`config.mk`:
```
export PLATFORM = sky130hd
export DESIGN_NAME = hazard_ctrl
export DESIGN_NICKNAME = d
export VERILOG_FILES = /design/src/rtl/hazard_ctrl_pkg.sv /design/src/rtl/hazard_scoreboard.sv /design/src/rtl/hazard_ctrl.sv
export SDC_FILE = /design/constraint.sdc
export NUM_CORES = 1
export LEC_CHECK = 0
export BUFFER_PORTS_ARGS = -buffer_cell sky130_fd_sc_hd__buf_2
export CAP_MARGIN = 30
export CORE_ASPECT_RATIO = 0.5
export CORE_UTILIZATION = 35
export DETAILED_ROUTE_END_ITERATION = 8
export HOLD_SLACK_MARGIN = 0.02
export PLACE_DENSITY = 0.66
export SLEW_MARGIN = 20
export SYNTH_ARGS = -nofsm -noshare
export SYNTH_HDL_FRONTEND = slang
export SYNTH_HIERARCHICAL = 1
export SYNTH_SLANG_ARGS = --single-unit
export TNS_END_PERCENT = 5
```
`constraint.sdc`:
```
create_clock -name clk -period 3.34 [get_ports clk]
set_input_delay 0.167 -clock clk [delete_from_list [all_inputs] [get_ports clk]]
set_output_delay 0.167 -clock clk [all_outputs]
set_load 0.1 [all_outputs]
```
`src/rtl/hazard_ctrl_pkg.sv`:
```
// hazard_ctrl_pkg: forward-select codes, FSM states and default register index width
package hazard_ctrl_pkg;
  localparam logic [1:0] FWD_RF  = 2'b00;
  localparam logic [1:0] FWD_MEM = 2'b01;
  localparam logic [1:0] FWD_WB  = 2'b10;
  localparam int DEF_REG_AW = 3;
  typedef enum logic {ST_RUN, ST_FLUSH} state_t;
  function automatic logic [1:0] fwd_sel(input logic x_hit, input logic m_hit);
    return x_hit ? FWD_MEM : m_hit ? FWD_WB : FWD_RF;
  endfunction
endpackage

```
`src/rtl/hazard_scoreboard.sv`:
```
// hazard_scoreboard: X/M/W shadow of destination info plus per-slot source match vectors
//  clk, rst_n           clock, async active-low reset
//  adv_i                shift the shadow pipeline this edge
//  bubble_i             X loads an empty slot instead of the ID info
//  valid_i/wr_i/load_i  ID instruction flags; dst_i its destination index
//  rs_i/rt_i, use_*_i   ID source indices and whether they are read
//  hit_rs_o/hit_rt_o    per-slot match, bit 0 = X, 1 = M, 2 = W
//  x_load_o             X slot holds a load
module hazard_scoreboard #(
  parameter int REG_AW = 3
) (
  input  logic              clk,
  input  logic              rst_n,
  input  logic              adv_i,
  input  logic              bubble_i,
  input  logic              valid_i,
  input  logic              wr_i,
  input  logic              load_i,
  input  logic [REG_AW-1:0] dst_i,
  input  logic [REG_AW-1:0] rs_i,
  input  logic [REG_AW-1:0] rt_i,
  input  logic              use_rs_i,
  input  logic              use_rt_i,
  output logic [2:0]        hit_rs_o,
  output logic [2:0]        hit_rt_o,
  output logic              x_load_o
);
  logic [2:0] v_q, wr_q, ld_q;
  logic [REG_AW-1:0] dst_q [3];
  logic keep;
  assign keep = valid_i & ~bubble_i;
  always_ff @(posedge clk or negedge rst_n)
    if (!rst_n) begin
      v_q <= '0;
      wr_q <= '0;
      ld_q <= '0;
      for (int i = 0; i < 3; i++) dst_q[i] <= '0;
    end else if (adv_i) begin
      v_q <= {v_q[1:0], keep};
      // $0 is never a forwarding source, so a write to it is recorded as no write
      wr_q <= {wr_q[1:0], keep & wr_i & (|dst_i)};
      ld_q <= {ld_q[1:0], keep & load_i};
      dst_q[0] <= keep ? dst_i : '0;
      dst_q[1] <= dst_q[0];
      dst_q[2] <= dst_q[1];
    end
  for (genvar i = 0; i < 3; i++) begin : g_hit
    assign hit_rs_o[i] = v_q[i] & wr_q[i] & use_rs_i & (rs_i == dst_q[i]);
    assign hit_rt_o[i] = v_q[i] & wr_q[i] & use_rt_i & (rt_i == dst_q[i]);
  end
  assign x_load_o = ld_q[0];
endmodule

```
`src/rtl/hazard_ctrl.sv`:
```
// hazard_ctrl: load-use stall, branch flush sequencing and registered EX forwarding selects
//  freeze                 global hold; all state holds, stall/flush outputs low
//  *_d                    ID-stage instruction info
//  branch_taken_x         taken branch resolved in EX
//  stall_fd/flush_fd      hold / squash IF/ID
//  flush_x                bubble into ID/EX
//  fwd_a_x/fwd_b_x        EX operand selects (00 RF, 01 MEM, 10 WB)
//  load_use_cnt/flush_cnt saturating event counters
module hazard_ctrl
  import hazard_ctrl_pkg::*;
#(
  parameter int REG_AW       = DEF_REG_AW,
  parameter int FLUSH_CYCLES = 1,
  parameter int CNT_W        = 16
) (
  input  logic              clk,
  input  logic              rst_n,
  input  logic              freeze,
  input  logic              valid_d,
  input  logic [REG_AW-1:0] rs_d,
  input  logic [REG_AW-1:0] rt_d,
  input  logic [REG_AW-1:0] rd_d,
  input  logic              uses_rs_d,
  input  logic              uses_rt_d,
  input  logic              reg_dst_d,
  input  logic              reg_write_d,
  input  logic              mem_to_reg_d,
  input  logic              branch_taken_x,
  output logic              stall_fd,
  output logic              flush_fd,
  output logic              flush_x,
  output logic [1:0]        fwd_a_x,
  output logic [1:0]        fwd_b_x,
  output logic [CNT_W-1:0]  load_use_cnt,
  output logic [CNT_W-1:0]  flush_cnt
);
  localparam int FW = FLUSH_CYCLES > 2 ? $clog2(FLUSH_CYCLES) : 1;
  localparam logic [FW-1:0] CNT_INIT = FW'(FLUSH_CYCLES > 1 ? FLUSH_CYCLES - 2 : 0);
  state_t state_q, state_d;
  logic [FW-1:0] cnt_q, cnt_d;
  logic [1:0] fwd_a_q, fwd_a_d, fwd_b_q, fwd_b_d;
  logic [CNT_W-1:0] lu_cnt_q, lu_cnt_d, fl_cnt_q, fl_cnt_d;
  logic [2:0] hit_rs, hit_rt;
  logic x_load, br, lu, act;
  logic unused_w;
  hazard_scoreboard #(.REG_AW(REG_AW)) u_sb (
    .clk      (clk),
    .rst_n    (rst_n),
    .adv_i    (~freeze),
    .bubble_i (flush_x),
    .valid_i  (valid_d),
    .wr_i     (reg_write_d),
    .load_i   (mem_to_reg_d),
    .dst_i    (reg_dst_d ? rd_d : rt_d),
    .rs_i     (rs_d),
    .rt_i     (rt_d),
    .use_rs_i (uses_rs_d),
    .use_rt_i (uses_rt_d),
    .hit_rs_o (hit_rs),
    .hit_rt_o (hit_rt),
    .x_load_o (x_load)
  );
  // WB-stage reads are covered by the write-through register file
  assign unused_w = hit_rs[2] ^ hit_rt[2];
  always_comb begin
    act = rst_n & ~freeze;
    br = (state_q == ST_FLUSH) | branch_taken_x;
    lu = x_load & (hit_rs[0] | hit_rt[0]);
    flush_fd = act & br;
    flush_x = act & (br | lu);
    // a squashed ID instruction cannot cause a stall
    stall_fd = act & ~br & lu;
    state_d = state_q;
    cnt_d = cnt_q;
    if (state_q == ST_RUN) begin
      if (branch_taken_x && FLUSH_CYCLES > 1) begin
        state_d = ST_FLUSH;
        cnt_d = CNT_INIT;
      end
    end else if (cnt_q == '0) state_d = ST_RUN;
    else cnt_d = cnt_q - 1'b1;
    // a load in X never forwards from EX; the stall moves it to M first
    fwd_a_d = flush_x ? FWD_RF : fwd_sel(hit_rs[0] & ~x_load, hit_rs[1]);
    fwd_b_d = flush_x ? FWD_RF : fwd_sel(hit_rt[0] & ~x_load, hit_rt[1]);
    lu_cnt_d = (stall_fd && !(&lu_cnt_q)) ? lu_cnt_q + 1'b1 : lu_cnt_q;
    fl_cnt_d = (flush_fd && !(&fl_cnt_q)) ? fl_cnt_q + 1'b1 : fl_cnt_q;
  end
  always_ff @(posedge clk or negedge rst_n)
    if (!rst_n) begin
      state_q <= ST_RUN;
      cnt_q <= '0;
      fwd_a_q <= FWD_RF;
      fwd_b_q <= FWD_RF;
      lu_cnt_q <= '0;
      fl_cnt_q <= '0;
    end else if (!freeze) begin
      state_q <= state_d;
      cnt_q <= cnt_d;
      fwd_a_q <= fwd_a_d;
      fwd_b_q <= fwd_b_d;
      lu_cnt_q <= lu_cnt_d;
      fl_cnt_q <= fl_cnt_d;
    end
  assign fwd_a_x = fwd_a_q;
  assign fwd_b_x = fwd_b_q;
  assign load_use_cnt = lu_cnt_q;
  assign flush_cnt = fl_cnt_q;
endmodule

```
# Word-level counts from Yosys, hierarchy flattened
# Cells that the tools add are included.
op_classes:
  n_bitwise: 29
  eq_ne: 4
  n_reduce_logical: 10
  addsub: 3
  muxes: 11
op_table:
  columns: ["op", "n"]
  rows:
  - ["$add 16x1->16 const B", 2]
  - ["$reduce_and 16->1", 2]
  - ["$and 1x1->1", 22]
  - ["$eq 3x3->1", 4]
  - ["$mux 2", 6]
  - ["$mux 3", 2]
  - ["$reduce_and 2->1", 3]
  - ["$not 1->1", 4]
  - ["$mux 1", 3]
  - ["$or 1x1->1", 3]
  - ["$reduce_or 3->1", 1]
  - ["$logic_and 1x1->1", 2]
  - ["$logic_not 1->1", 2]
  - ["$sub 1x1->1 const B", 1]
totals:
  inputBits: 19
  reg_bits: 49
  output_inout_bits: 39

# Longest topological paths before layout
depth:
  depth_word: 11
  depth_mapped: 7
  ltp_nobuf: 7

# Modules after synthesis
# Netlist, hierarchy kept.
by_module_without_submodules:
  columns: ["mod", "cells_each", "area_each_um2", "n_inst"]
  rows:
  - ["hazard_ctrl", 178, 1934.4, 1]
  - ["hazard_scoreboard", 77, 898.4, 1]

# Least setup slack after synthesis
# OpenSTA, ideal clock, no wires.
synth_path:
  path_kind: "reg-to-reg"
  start: "register u_sb/dst_q[8] (netlist bit)"
  end: "register u_sb.wr_q[0]"
  path_slack_ns: 0.937
  period_less_slack_ns: 2.403
  arrival_ns: 2.272
  path_buffers: 0
  stages_incl_launch_ff: 8
  required_ns: 3.209
  path_cell_list: "dfrtp_1 > xor2_1 > nor4_2 > o21a_1 > o21ai_0 > inv_1 > nand2b_1 > o32ai_2"
synth_via:
  elab_chain_cells: 10
synth_lines:
  columns: ["element", "line_no", "rtl"]
  rows:
  - ["from (decl)", "hazard_scoreboard.sv:29", "logic [REG_AW-1:0] dst_q [3];"]
  - ["$eq 3x3->1", "hazard_scoreboard.sv:49", "assign hit_rt_o[i] = v_q[i] & wr_q[i] & use_rt_i & (rt_i == dst_q[i]);"]
  - ["$and 1x1->1", "hazard_scoreboard.sv:49", null]
  - ["via hit_rt[0]", "hazard_ctrl.sv:43", "logic [2:0] hit_rs, hit_rt;"]
  - ["$or 1x1->1", "hazard_ctrl.sv:68", "lu = x_load & (hit_rs[0] | hit_rt[0]);"]
  - ["$and 1x1->1", "hazard_ctrl.sv:68", null]
  - ["$or 1x1->1", "hazard_ctrl.sv:70", "flush_x = act & (br | lu);"]
  - ["$and 1x1->1", "hazard_ctrl.sv:70", null]
  - ["via flush_x", "hazard_ctrl.sv:31", "output logic flush_x,"]
  - ["$not 1->1", "hazard_scoreboard.sv:31", "assign keep = valid_i & ~bubble_i;"]
  - ["$and 1x1->1", "hazard_scoreboard.sv:31", null]
  - ["$and 1x1->1 (2 in a row)", "hazard_scoreboard.sv:41", "wr_q <= {wr_q[1:0], keep & wr_i & (|dst_i)};"]
  - ["to (signal assigned)", "hazard_scoreboard.sv:41", null]
  - ["to (decl)", "hazard_scoreboard.sv:28", "logic [2:0] v_q, wr_q, ld_q;"]
# The timed path passes the listed nets, and every way through them passes these cells.
# A chain may end at the register's enable or synchronous reset.

# Worst setup path in the final report
layout_path:
  start: "register u_sb/dst_q[8] (netlist bit)"
  end: "output flush_x"
layout_via:
  elab_chain_cells: 6
layout_lines:
  columns: ["element", "line_no"]
  rows:
  - ["$eq 3x3->1", "hazard_scoreboard.sv:49"]
  - ["$and 1x1->1", "hazard_scoreboard.sv:49"]
  - ["via hit_rt[0]", "hazard_ctrl.sv:43"]
  - ["$or 1x1->1", "hazard_ctrl.sv:68"]
  - ["$and 1x1->1", "hazard_ctrl.sv:68"]
  - ["$or 1x1->1", "hazard_ctrl.sv:70"]
  - ["$and 1x1->1", "hazard_ctrl.sv:70"]
  - ["to (decl)", "hazard_ctrl.sv:31"]
# The timed path passes the listed nets, and every way through them passes these cells.

==> metrics.yaml <==
critical_path:
  cp_data_arrival_time_ns: 2.22
  regToRegEndpoint: "u_sb/wr_q[0]"
  rr_worst_depth: 7
  crit_type: "reg -> out"
  ff2ff_setup_slack_ns: 1.26
  end_kind: "primary output"
  rr_startpoint: "u_sb/dst_q[8]"
  critPathMaxFanout: 4
  required_ns: 3.17
  start_kind: "flip-flop"
cts:
  cts_tree: "built"
  max-clock-path-buffers: 2
  cts_resized: 0
  cts_sinks: 47
  htree_levels: 2
  cts_buffers: 5
  cts_root_buf: "clkbuf_16"
  clk_pin_slew_ns: 0.06
  clk_latency_ns: 0.29
run_status:
  status: "complete, no violations"
finish:
  layout_common_cells: "buf_2, dfrtp_1, xor2_1, nand2_1, nand3_1"
  layout_commonest_cell: "buf_2"
  drive_above_1_share_pct: 31.6
  syn_to_final_growth_pct: 20.9
  antenna-diode-count: 0
  nNetsFinal: 317
power_and_ir_drop:
  p_clk_share_pct: 30.1
  power.total_w: 0.00169
  swShare_pct: 39.4
  p_leak_nw: 1.59
  ir_drop_uv: 217
  combinationalPowerShare_pct: 28.8
  power.density_nw_per_um2: 544
  power.switching_w: 0.000664
  internal_power_w: 0.00102
  seqPwrFrac_pct: 41.2
floorplanning:
  io_pins: 58
  die_y_um: 62.5
  core-area_sq_um: 6880
  initial_core_util_pct: 37.2
  num_rows: 21
  dieWidth_um: 123
  die_area_sq_um: 7690
grt:
  grt_pass1_wl_um: 9490
  use_met3_pct: 3.01
  gr-usage-all-layers_pct: 15.7
  grt_max_degree: 43
  antenna_found_initial: 0
  grt-ovfl-total: 0
  grt-busiest-layer: "met2"
  grt_pass1_vias: 2017
  use_met2_pct: 26.5
  use_met1_pct: 19.5
sta:
  final.min_clock_period_ns: 2.38
  tns_ns: 0
  maxSlewViolCount: 0
  rsz0062_at_grt: "no"
  tightestPinTransition_ns: 0.534
  fin_crit_sh_pct: 71.3
  clock_skew_ns: 0.00689
  fmax_mhz: 420
  setup_viol: 0
  max_slew_margin_pct: 64.4
  finalHoldViolCount: 0
synth:
  syn_avg_cell_area_sq_um: 10.9
  syn_inst: 235
  syn_nets: 256
  syn-cell-area_sq_um: 2560
  ys_warn_count: 6
hold_path:
  whs_path_depth: 3
  min_to: "u_sb/ld_q[0]"
  hp-class: "in -> reg"
  hold_start: "mem_to_reg_d"
drt:
  vias_per_cell: 5.18
  drcViolationCount: 0
  finalWirelength_um: 5390
  routedWlPerCell_um: 13.8
  drt-initial-drc-count: 100
  dr_total_vias: 2016
  first_pass_iters: 4
  ant_nets: 0
run:
  maxCapViolCount: 0
placement:
  io_buffers: 57
  place_congestion: 0.828
  dp_hpwl_um: 4140
[flip-flops by register name, indices dropped and copies added (netlist names)]
signal / cells
u_sb/ld_q: 1
u_sb/v_q: 2
u_sb/dst_q: 6
flush_cnt: 16
load_use_cnt: 16
u_sb/wr_q: 2
fwd_a_x: 2
fwd_b_x: 2
[metrics by stage]
step	utilization (%)	std cells	instance area, sq um	setup slack, ns	hold slack, ns
CTS	45.0	389	3100	0.958	0.129
floorplan	-	235	2560	0.937	-0.129
global route	45.0	389	3100	0.757	0.129
global placement	42.7	380	2940	1.32	0.0307
detailed placement	42.7	380	2940	1.27	0.0415
finish	45.0	389	3100	0.958	0.131
[power by group through the flow]
stage | clock (W) | combinational [W] | sequential, W
detailed placement | 0 | 0.000487 | 0.000704
CTS | 0.000522 | 0.000490 | 0.000694
global placement | 0 | 0.000480 | 0.000697
finish | 0.000507 | 0.000485 | 0.000694
floorplan | 0 | 0.000121 | 0.000964
global route | 0.000542 | 0.000512 | 0.000703
[cell type report]
type,count,area (sq um)
sequential,47,1180
timing repair buffer,59,303
multi-input combinational,171,1310
clock buffer,7,143
fill,674,3780
tap,92,115
clock inverter,1,8.76
inverter,12,45.0
[worst max-delay path, stage by stage, from the launching register on]
cell and delay [ns]:
dfrtp_1 0.42, xor2_1 0.18, nor4_2 0.37, o21a_1 0.24, o21ai_0 0.14, inv_1 0.13, buf_2 0.44
[worst max path at each step]
stage / start / end / slack [ns]
after CTS: u_sb/dst_q[7] / flush_x / 0.96
after global placement: u_sb/dst_q[8] / flush_x / 1.32
after global routing: u_sb/dst_q[7] / flush_x / 0.76
final: u_sb/dst_q[8] / flush_x / 0.96
after floorplan: u_sb/dst_q[8] / u_sb/wr_q[0] / 0.94
after detailed placement: u_sb/dst_q[7] / flush_x / 1.27
[what timing repair did]
item	4_1_cts	5_1_grt
hold buffers	1	0
hold endpoints to repair	5	0
setup buffers	0	0
[layer usage]
metal / vias up / part of all wire (%)
li1: 968 / -
met1: 1001 / 46
met5: - / 0
met3: 9 / 3.3
met4: 0 / 2.0
met2: 38 / 49
(Power assumes the default switching activity.)
